[src/rtl/usb_tx_encoder.sv]
// rtl/usb_tx_encoder.sv - USB full-speed TX encoder: SYNC, bit stuffing, NRZI, EOP toward the pads.
// Optional abort (7 unstuffed ones, then EOP) is built when USB_TX_ABORT_EN is defined.
module usb_tx_encoder #(
  parameter int CLKS_PER_BIT = 8
) (
  input  logic       clk,
  input  logic       n_rst,
  input  logic       tx_valid,
  input  logic [7:0] tx_data,
  input  logic       tx_last,
`ifdef USB_TX_ABORT_EN
  input  logic       tx_abort,
`endif
  output logic       tx_ready,
  output logic       tx_busy,
  output logic       tx_done,
  output logic       tx_error,
  output logic       d_plus,
  output logic       d_minus
);

  localparam int TW = (CLKS_PER_BIT > 2) ? $clog2(CLKS_PER_BIT) : 1;
  localparam logic [TW-1:0] T_MAX = TW'(CLKS_PER_BIT - 1);

  typedef enum logic [2:0] {
    IDLE, SYNC, DATA, EOP_SE0, EOP_J
`ifdef USB_TX_ABORT_EN
    , ABORT
`endif
  } state_t;

  state_t        state;
  logic [TW-1:0] timer;
  logic [7:0]    sh;
  logic [3:0]    nbits;
  logic [2:0]    ones;
  logic          level;
  logic          last_byte;
  logic          stuffing;
  logic          end_pending;
  logic          eop_cnt;

  logic in_pkt, boundary, abort_now, byte_end, fetch, underrun;
  logic go_eop, take_data, tx_bit, next_level;

  assign in_pkt   = (state == SYNC) || (state == DATA);
  assign boundary = (state != IDLE) && (timer == T_MAX);

`ifdef USB_TX_ABORT_EN
  logic       abort_req;
  logic [2:0] abort_cnt;
  assign abort_now = in_pkt && (abort_req || tx_abort);
`else
  assign abort_now = 1'b0;
`endif

  // SYNC is handled as a pre-loaded byte, so its last bit ending is also a fetch point.
  assign byte_end = boundary && in_pkt && (nbits == 4'd0) && !stuffing;
  assign fetch    = byte_end && !last_byte && !abort_now;
  // Ready is combinational so the handshake completes on the same edge that loads the byte.
  assign tx_ready = fetch && tx_valid;
  assign underrun = fetch && !tx_valid;

  always_comb begin
    go_eop    = 1'b0;
    take_data = 1'b0;
    tx_bit    = 1'b0;
    if (ones == 3'd6) begin
      tx_bit = 1'b0;
    end else if (end_pending || underrun || (byte_end && last_byte)) begin
      go_eop = 1'b1;
    end else begin
      take_data = 1'b1;
      tx_bit    = tx_ready ? tx_data[0] : sh[0];
    end
    next_level = tx_bit ? level : ~level;
  end

  always_ff @(posedge clk or negedge n_rst) begin
    if (!n_rst) begin
      state       <= IDLE;
      timer       <= '0;
      sh          <= '0;
      nbits       <= '0;
      ones        <= '0;
      level       <= 1'b1;
      last_byte   <= 1'b0;
      stuffing    <= 1'b0;
      end_pending <= 1'b0;
      eop_cnt     <= 1'b0;
      tx_busy     <= 1'b0;
      tx_done     <= 1'b0;
      tx_error    <= 1'b0;
      d_plus      <= 1'b1;
      d_minus     <= 1'b0;
`ifdef USB_TX_ABORT_EN
      abort_req   <= 1'b0;
      abort_cnt   <= '0;
`endif
    end else begin
      tx_done  <= 1'b0;
      tx_error <= 1'b0;
      if (state == IDLE)
        timer <= '0;
      else
        timer <= boundary ? '0 : timer + TW'(1);

      case (state)
        IDLE: begin
          if (tx_valid) begin
            // First SYNC bit (a 0) goes out immediately; the remaining seven stay queued.
            state       <= SYNC;
            tx_busy     <= 1'b1;
            level       <= 1'b0;
            d_plus      <= 1'b0;
            d_minus     <= 1'b1;
            sh          <= 8'h40;
            nbits       <= 4'd7;
            ones        <= '0;
            last_byte   <= 1'b0;
            stuffing    <= 1'b0;
            end_pending <= 1'b0;
            eop_cnt     <= 1'b0;
`ifdef USB_TX_ABORT_EN
            abort_req   <= 1'b0;
            abort_cnt   <= '0;
`endif
          end
        end

        SYNC, DATA: begin
`ifdef USB_TX_ABORT_EN
          if (!boundary && tx_abort)
            abort_req <= 1'b1;
`endif
          if (boundary) begin
`ifdef USB_TX_ABORT_EN
            if (abort_now) begin
              state     <= ABORT;
              abort_cnt <= 3'd1;
              abort_req <= 1'b0;
            end else
`endif
            begin
              if (tx_ready) begin
                state     <= DATA;
                last_byte <= tx_last;
              end
              if (underrun)
                tx_error <= 1'b1;
              if (go_eop) begin
                state   <= EOP_SE0;
                eop_cnt <= 1'b0;
                d_plus  <= 1'b0;
                d_minus <= 1'b0;
              end else begin
                level    <= next_level;
                d_plus   <= next_level;
                d_minus  <= ~next_level;
                ones     <= tx_bit ? ones + 3'd1 : 3'd0;
                stuffing <= !take_data;
                if (!take_data && (underrun || (byte_end && last_byte)))
                  end_pending <= 1'b1;
                if (tx_ready) begin
                  sh    <= take_data ? {1'b0, tx_data[7:1]} : tx_data;
                  nbits <= take_data ? 4'd7 : 4'd8;
                end else if (take_data) begin
                  sh    <= {1'b0, sh[7:1]};
                  nbits <= nbits - 4'd1;
                end
              end
            end
          end
        end

`ifdef USB_TX_ABORT_EN
        ABORT: begin
          // Line is simply held: seven unstuffed ones under NRZI.
          if (boundary) begin
            if (abort_cnt == 3'd7) begin
              state   <= EOP_SE0;
              eop_cnt <= 1'b0;
              d_plus  <= 1'b0;
              d_minus <= 1'b0;
            end else begin
              abort_cnt <= abort_cnt + 3'd1;
            end
          end
        end
`endif

        EOP_SE0: begin
          if (boundary) begin
            if (eop_cnt) begin
              state   <= EOP_J;
              d_plus  <= 1'b1;
              d_minus <= 1'b0;
            end else begin
              eop_cnt <= 1'b1;
            end
          end
        end

        EOP_J: begin
          if (boundary) begin
            state   <= IDLE;
            tx_done <= 1'b1;
            tx_busy <= 1'b0;
            level   <= 1'b1;
          end
        end

        default: state <= IDLE;
      endcase
    end
  end

endmodule
[config.mk]
export PLATFORM = sky130hd
export DESIGN_NAME = usb_tx_encoder
export DESIGN_NICKNAME = d
export VERILOG_FILES = /design/src/rtl/usb_tx_encoder.sv
export SDC_FILE = /design/constraint.sdc
export NUM_CORES = 1
export LEC_CHECK = 0
export CAP_MARGIN = 20
export CORE_MARGIN = 4
export CORE_UTILIZATION = 57
export DETAILED_ROUTE_END_ITERATION = 12
export DONT_BUFFER_PORTS = 1
export PLACE_DENSITY = 0.75
export SYNTH_ARGS = -nofsm -noshare
export SYNTH_HDL_FRONTEND = slang
export SYNTH_SLANG_ARGS = --single-unit
[constraint.sdc]
create_clock -name clk -period 2.4 [get_ports clk]
set_clock_uncertainty 0.2 [all_clocks]
set_input_delay 0.12 -clock clk [delete_from_list [all_inputs] [get_ports clk]]
set_output_delay 0.12 -clock clk [all_outputs]
set_load 0.05 [all_outputs]
==> results.txt, run 1 <==
----------------------------------------------------
[Synthesis]
  Synthesized instance count ... roughly 220
  Number of flip-flops and latches in the synthesized netlist ... 31
  Most used DFF post-synth ... dfrtp_1
  Largest area contributor in the synthesized netlist ... dfrtp_1
  Average instance area after synthesis ... 9.45 µm²
  Cell types with the largest area share after synthesis ... dfrtp_1 36%, nand2_1 5.2%, mux2_2 4.4%, ha_1 3.7%, nor2_1 3.7%
  Proportion of synthesized flip-flops having asynchronous set or reset ... 100%
  Total nets after synthesis ... 233
  Mapped Area ... 2030 µm²
  Seq/Total Area, Yosys ... 38.3%
  Area share of the largest cell type after synthesis ... 35.7%
  Leading post-synthesis cells by instance count ... 29 x dfrtp_1, 28 x nand2_1, 20 x nor2_1
  Most frequent cell after synthesis ... dfrtp_1
  Unique masters post-synth ... 57
  Warning count from the yosys run ... 0
  Count of flip-flops with a built-in enable after synthesis ... 0

[Clock tree]
  Level count of the clock H-tree ... 2
  Clock edge transition at the registers on the reported setup and hold paths ... 0.10 ns
  Clock tree root driver cell ... clkbuf_4
  Clk_lat worst skew ... roughly 0.34 ns
  Clock tree buffer depth ... 2
  Clock Sinks ... 31
  Number of buffers added by the clock tree synthesis step ... 5
  CTS tree ... done

[Place]
  Sum of net half-perimeters after detailed placement ... 3600 µm
  Global placement routability congestion ... between 0.8 and 0.9
  DP Cell Count ... 275
  Instance area at placement ... 2200 µm²
  # port buffers ... 0

[STA]
  Max Slew Vio Count ... 0
  Slew at the pin with the worst max-slew slack ... 0.766 ns
  Slew headroom ... 48.9%
  Hold violation count in the final report ... 0
  Final count of negative-setup-slack endpoints ... 0
  RSZ-0062 raised after global routing ... true
  Time the worst path needs with I/O delays and setup ... 2.36 ns
  Post-route fraction of the period consumed by the critical path ... 98.3%
  Max frequency ... roughly 420 MHz

[Pwr]
  Leakage power of the design ... about 1.1 nW
  Final total power ... 2.35 mW
  Highest ir drop seen on vdd ... 0.000421 V
  PwrDens ... between 900 and 1000 nW/µm²

[Cells and area]
  Diodes inserted ... 0
  Non-Filler Cell Area, Final ... approximately 2500 µm²
  Layout area overhead ... 25.1%
  Ratio of cells with drive above 1 in the final layout ... a little under 30%
  Net count reported at finish ... 274
  Number of non-filler instances in the completed layout ... around 300
  FILL cells ... 214

[GRT]
  Pin count of the biggest net entering global routing ... 18
  Gr usage total ... about a quarter
  Number of global-route vias before repair ... between 1500 and 2000
  Initial antenna violation count ... 0
  Global-route congestion overflow total ... 0
  Global-route wire length before repair ... 8670 µm

[Floorplan]
  Initial Utilization ... 59.9%
  Core region area ... 3390 µm²
  Die width ... 67.7 µm
  Floorplan die area ... 4580 µm²
  Row count ... 21
  Top-level port count ... 18
  Die span in y ... 67.7 µm

[Job]
  Number of maximum-capacitance violations ... 0

[Route]
  Post-DRT Antenna Nets ... 0
  Number of detailed-route iterations in the first pass ... 4
  Number of DRC violations after detailed routing ... 0
  Drt first-iter violations ... 217
  Drt total wl ... between 5000 and 6000 µm
  Via count ... 1968
  Via/cell ratio ... 6.50
  Routed length per placed instance ... 17.9 µm

[Run status]
  Outcome ... completed

[Worst setup path]
  Critical path arrival ... 2.39 ns
  Worst path required time ... 2.43 ns
  CP Launch Type ... register
  Kind of critical path ... register to register
  Kind of end point of the critical path ... register
  Top fanout value on the critical path ... 8

[Min path]
  Classification of the worst-slack hold path ... input pin to register

----------------------------------------------------
[final cells by class]
cell class / instances / area, µm² / share of cell area (%)
clock buffers: 5 / 37.5 / 1.48
clock inverters: 3 / 15.0 / 0.591
inverters: 9 / 37.5 / 1.48
multi-input cells: 163 / 1210 / 47.5
flip-flops and latches: 31 / 778 / 30.6
well taps: 46 / 57.6 / 2.26
repair buffers: 46 / 408 / 16.1
[sequential cells by signal, indices dropped and copies added (netlist names), 3 cells and up]
register / count
state: 3
timer: 3
sh: 8
nbits: 4
ones: 3
[per-stage QoR]
step | hold WS, ns | setup TNS, ns | setup slack, ns | util [%]
detailed placement | -0.375 | -0.0128 | -0.0128 | 65.0
CTS | 0.0316 | 0 | 0.00837 | 71.5
floorplan | -0.376 | 0 | 0.0678 | -
finish | 0.0392 | 0 | 0.0397 | 75.0
global placement | -0.375 | 0 | 0.0755 | 65.0
global route | 0.0489 | -0.219 | -0.0346 | 75.0
[cell usage in the layout (no fill, tap or decap), types with 5 or more instances in the layout]
cell type,n
o21ai_0,8
nor3_1,8
dlygate4sd3_1,12
buf_4,28
mux2_2,7
a21oi_1,7
nand2_1,27
inv_1,5
clkbuf_4,5
dfrtp_1,29
nor2_1,19
a311oi_1,6
[metal layers]
layer	up-vias	track usage [%]	part of all wire (%)
li1	883	-	-
met1	960	30.3	39
met2	100	43.7	51
met3	25	5.66	7.0
met4	0	10.6	3.6
met5	-	0	0
[final timing paths]
kind,startpoint,end,slack (ns),cells past startpoint
min,tx_data[6],sh[6]$_DFFE_PN0P_,0.04,3
max in group asynchronous,n_rst,end_pending$_DFFE_PN0P_,0.50,4
min in group asynchronous,n_rst,eop_cnt$_DFFE_PN0P_,0.53,3
max,nbits[1]$_DFFE_PN0P_,sh[2]$_DFFE_PN0P_,0.04,8
max reg2reg,nbits[1]$_DFFE_PN0P_,sh[2]$_DFFE_PN0P_,0.04,8
min reg2reg,timer[0]$_DFF_PN0_,timer[0]$_DFF_PN0_,0.25,1
[critical path, cell delays in order, from the launching register on]
cell	delay, ns
dfrtp_1	0.40
inv_2	0.09
ha_4	0.14
or4b_4	0.50
nor3_4	0.29
buf_6	0.14
o31ai_4	0.05
buf_6	0.15
mux2_4	0.29
[logic make-up after synthesis]
logic type      count (synthesis)  share of synthesized area [%]
compound gates                 58                           23.0
mux                            12                           6.40
fa+ha+maj                       6                           3.69
buf+inv                        21                           5.79
xor+xnor                        2                          0.862
flops                          31                           38.3
simple gates                   85                           22.0
[report_power, final]
group          switching (mW)  internal (mW)
Sequential              0.177          0.665
Combinational           0.668          0.549
Clock                   0.183          0.109
[what timing repair did]
action                                  in CTS  in global routing
pin swaps                                    0                  5
endpoints found under the setup margin       9                 37
endpoints found under the hold margin       45                  0
hold buffers                                14                  0
buffers inserted                             1                  5
gates resized for setup                      4                 19
gates cloned                                 0                  0
No activity file was read; power rests on OpenSTA's default activity.
==> run 2: changes to the inputs <==
==> constraint.sdc (replaced) <==
create_clock -name clk -period 2.4 [get_ports clk]
set_clock_uncertainty 0.2 [all_clocks]
set_input_delay 0 -clock clk [delete_from_list [all_inputs] [get_ports clk]]
set_output_delay 0 -clock clk [all_outputs]
set_load 0.05 [all_outputs]
==> run 2 against run 1 <==
Net effect:
- first-iteration DRC count shrank 25%
- global-route usage is 0.25 points higher
- worst setup slack better by 0.020 ns
- count of clock-buffer cells in the layout unchanged
- combinational power hardly changed
- cell count fell by 0.33%
- sequential share of layout area decreased by 0.25 points
- die area stayed put
- maximum frequency grew 0.84%
- critical path depth is the same
- sequential power increased by 1%
- clock power barely moved
==> results.txt, run 2 (same netlist as run 1, synthesis figures left out) <==
----------------------------------------------------
[Cells and area]
  Ratio of cells with drive above 1 in the final layout ... 29.7% (+0.50 points)
  Net count reported at finish ... 273 (-0.36%)
  Commonest cells after routing, fill and taps aside ... 29 x dfrtp_1, 27 x nand2_1, 27 x buf_4, 18 x nor2_1, 12 x dlygate4sd3_1
  Diodes inserted ... 0 (unchanged)
  Leading cell type in the layout, fill and taps excluded ... dfrtp_1
  Number of flip-flops under the largest register name ... 8 (unchanged)
  Largest register by flop count ... sh
  Non-Filler Cell Area, Final ... 2560 µm² (+0.84%)
  Layout area overhead ... 26.1%
  Largest registers ... sh: 8 flops, nbits: 4 flops

[STA]
  Final count of negative-setup-slack endpoints ... 0 (unchanged)
  Max frequency ... 427 MHz (+0.84%)
  Hold violation count in the final report ... 0 (unchanged)
  Slew headroom ... 58.5% (+9.6 points)
  Time the worst path needs with I/O delays and setup ... 2.34 ns (-0.0197 ns)
  Post-route fraction of the period consumed by the critical path ... 97.5% (-0.82 points)
  Final TNS setup ... 0 ns (unchanged)
  Slew at the pin with the worst max-slew slack ... 0.617 ns (-0.149 ns)
  Max Slew Vio Count ... 0 (unchanged)

[Worst setup path]
  Family with the most delay on the worst path ... simple AND/OR/NAND/NOR gates
  Top fanout value on the critical path ... 8 (unchanged)
  CP Launch Type ... register
  Sum of buffers and inverters on the critical path ... 3 (unchanged)
  Critical path arrival ... 2.37 ns (-0.02 ns)
  Worst path required time ... 2.43 ns (about the same)
  Critical Path Max Stage Delay ... 0.51 ns (about the same)
  Kind of critical path ... register to register
  Crit path cell chain ... inv_2 -> ha_4 -> or4b_4 -> nor3_4 -> buf_6 -> o31ai_4 -> buf_12 -> mux2_4
  Kind of end point of the critical path ... register
  CP max stage cell ... or4b_4

[Pwr]
  Net switching fraction of the power ... 43.8% (+0.064 points)
  Internal power ... 1.34 mW (+1.1%)
  Highest ir drop seen on vdd ... 0.000445 V (+5.6%)
  Final total power ... 2.38 mW (+1.2%)
  Switching power ... 1.04 mW (+1.4%)
  Leakage power of the design ... 1.07 nW (-0.42%)
  PwrDens ... 929 nW/µm² (+0.36%)
  Reg power frac ... 35.8% (about the same)
  Clk network pwr share ... 12.3% (about the same)
  Combinational group share of total power ... 51.9% (about the same)

[Floorplan]
  Initial Utilization ... 59.9% (unchanged)
  Die span in y ... 67.7 µm (unchanged)
  Core region area ... 3390 µm² (unchanged)
  Row count ... 21 (unchanged)
  Floorplan die area ... 4580 µm² (unchanged)
  Top-level port count ... 18 (unchanged)
  Die width ... 67.7 µm (unchanged)

[GRT]
  Global-route congestion overflow total ... 0 (unchanged)
  Initial antenna violation count ... 0 (unchanged)
  Gr usage total ... 25.7% (+0.25 points)
  Pin count of the biggest net entering global routing ... 30 (+12)
  Global-route wire length before repair ... 8730 µm (+0.63%)
  Number of global-route vias before repair ... 1832 (unchanged)

[Clock tree]
  CTS tree ... done
  Clock tree buffer depth ... 2 (unchanged)
  Number of buffers added by the clock tree synthesis step ... 5 (unchanged)
  Clk_lat worst skew ... 0.34 ns (about the same)
  Clock edge transition at the registers on the reported setup and hold paths ... 0.10 ns (about the same)
  Level count of the clock H-tree ... 2 (unchanged)
  Clock Sinks ... 31 (unchanged)
  Clock tree root driver cell ... clkbuf_4

[Place]
  Sum of net half-perimeters after detailed placement ... 3600 µm (unchanged)
  Instance area at placement ... 2200 µm² (unchanged)
  Global placement routability congestion ... 0.888 (unchanged)
  # port buffers ... 0 (unchanged)

[Route]
  Via/cell ratio ... 6.28 (-3.3%)
  Routed length per placed instance ... 17.8 µm (about the same)
  Post-DRT Antenna Nets ... 0 (unchanged)
  Drt first-iter violations ... 162 (-25%)
  Number of DRC violations after detailed routing ... 0 (unchanged)
  Via count ... 1897 (-3.6%)
  Number of detailed-route iterations in the first pass ... 4 (unchanged)
  Drt total wl ... 5390 µm (-0.39%)

[Min path]
  Classification of the worst-slack hold path ... input pin to register

[Run status]
  Outcome ... completed

[Job]
  Number of maximum-capacitance violations ... 0 (unchanged)

----------------------------------------------------
[run 2: path summary, 6_finish.rpt]
path	start	to	slack (ns)	depth (start not counted)
max	nbits[1]$_DFFE_PN0P_	sh[2]$_DFFE_PN0P_	0.06	8
max in group asynchronous	n_rst	last_byte$_DFFE_PN0P_	1.30	4
min in group asynchronous	n_rst	state[0]$_DFFE_PN0P_	0.53	4
max reg2reg	nbits[1]$_DFFE_PN0P_	sh[2]$_DFFE_PN0P_	0.06	8
min reg2reg	timer[0]$_DFF_PN0_	timer[0]$_DFF_PN0_	0.25	1
min	tx_last	last_byte$_DFFE_PN0P_	0.18	3
[run 2: worst reg2reg max path, cell delays in order, from the launching register on]
cell and delay, ns:
dfrtp_1 0.40, inv_2 0.09, ha_4 0.14, or4b_4 0.51, nor3_4 0.23, buf_6 0.14, o31ai_4 0.08, buf_12 0.15
mux2_4 0.29
[run 2: per-layer routing]
layer,up-vias,share of wire [%],global-route usage [%]
li1,873,-,-
met1,905,40,30.1
met2,99,51,44.3
met3,20,6.6,6.16
met4,0,2.5,10.9
met5,-,0,0
[run 2: power by group through the flow]
stage          Combinational, mW  Sequential (mW)  Clock [mW]
2_1_floorplan              0.819            0.788           0
3_3_place_gp                1.01            0.832           0
3_5_place_dp                1.05            0.843           0
4_1_cts                     1.11            0.834       0.302
5_1_grt                     1.35            0.864       0.326
6_report                    1.23            0.852       0.293
[run 2: final cells by class]
type / instances / area [µm²]
Inverter: 9 / 37.5
Fill cell: 204 / 827
Multi-Input combinational cell: 163 / 1220
Sequential cell: 31 / 778
Tap cell: 46 / 57.6
Clock inverter: 3 / 15.0
Timing Repair Buffer: 45 / 417
Clock buffer: 5 / 37.5
[run 2: timing repair]
action / 4_1_cts / 5_1_grt
hold endpoints to repair: 52 / 0
endpoints found under the setup margin: 8 / 20
hold buffers: 14 / 0
resized for setup: 4 / 18
pin swaps: 1 / 5
buffers inserted: 1 / 5
[run 2: through the flow]
stage	util (%)	worst slack, ns	cells	hold slack (ns)
floorplan	-	0.0678	215	-0.496
global placement	65.0	0.0755	275	-0.495
detailed placement	65.0	-0.0128	275	-0.495
CTS	71.9	0.0211	298	0.128
global route	75.6	-0.0188	302	0.213
finish	75.6	0.0594	302	0.180
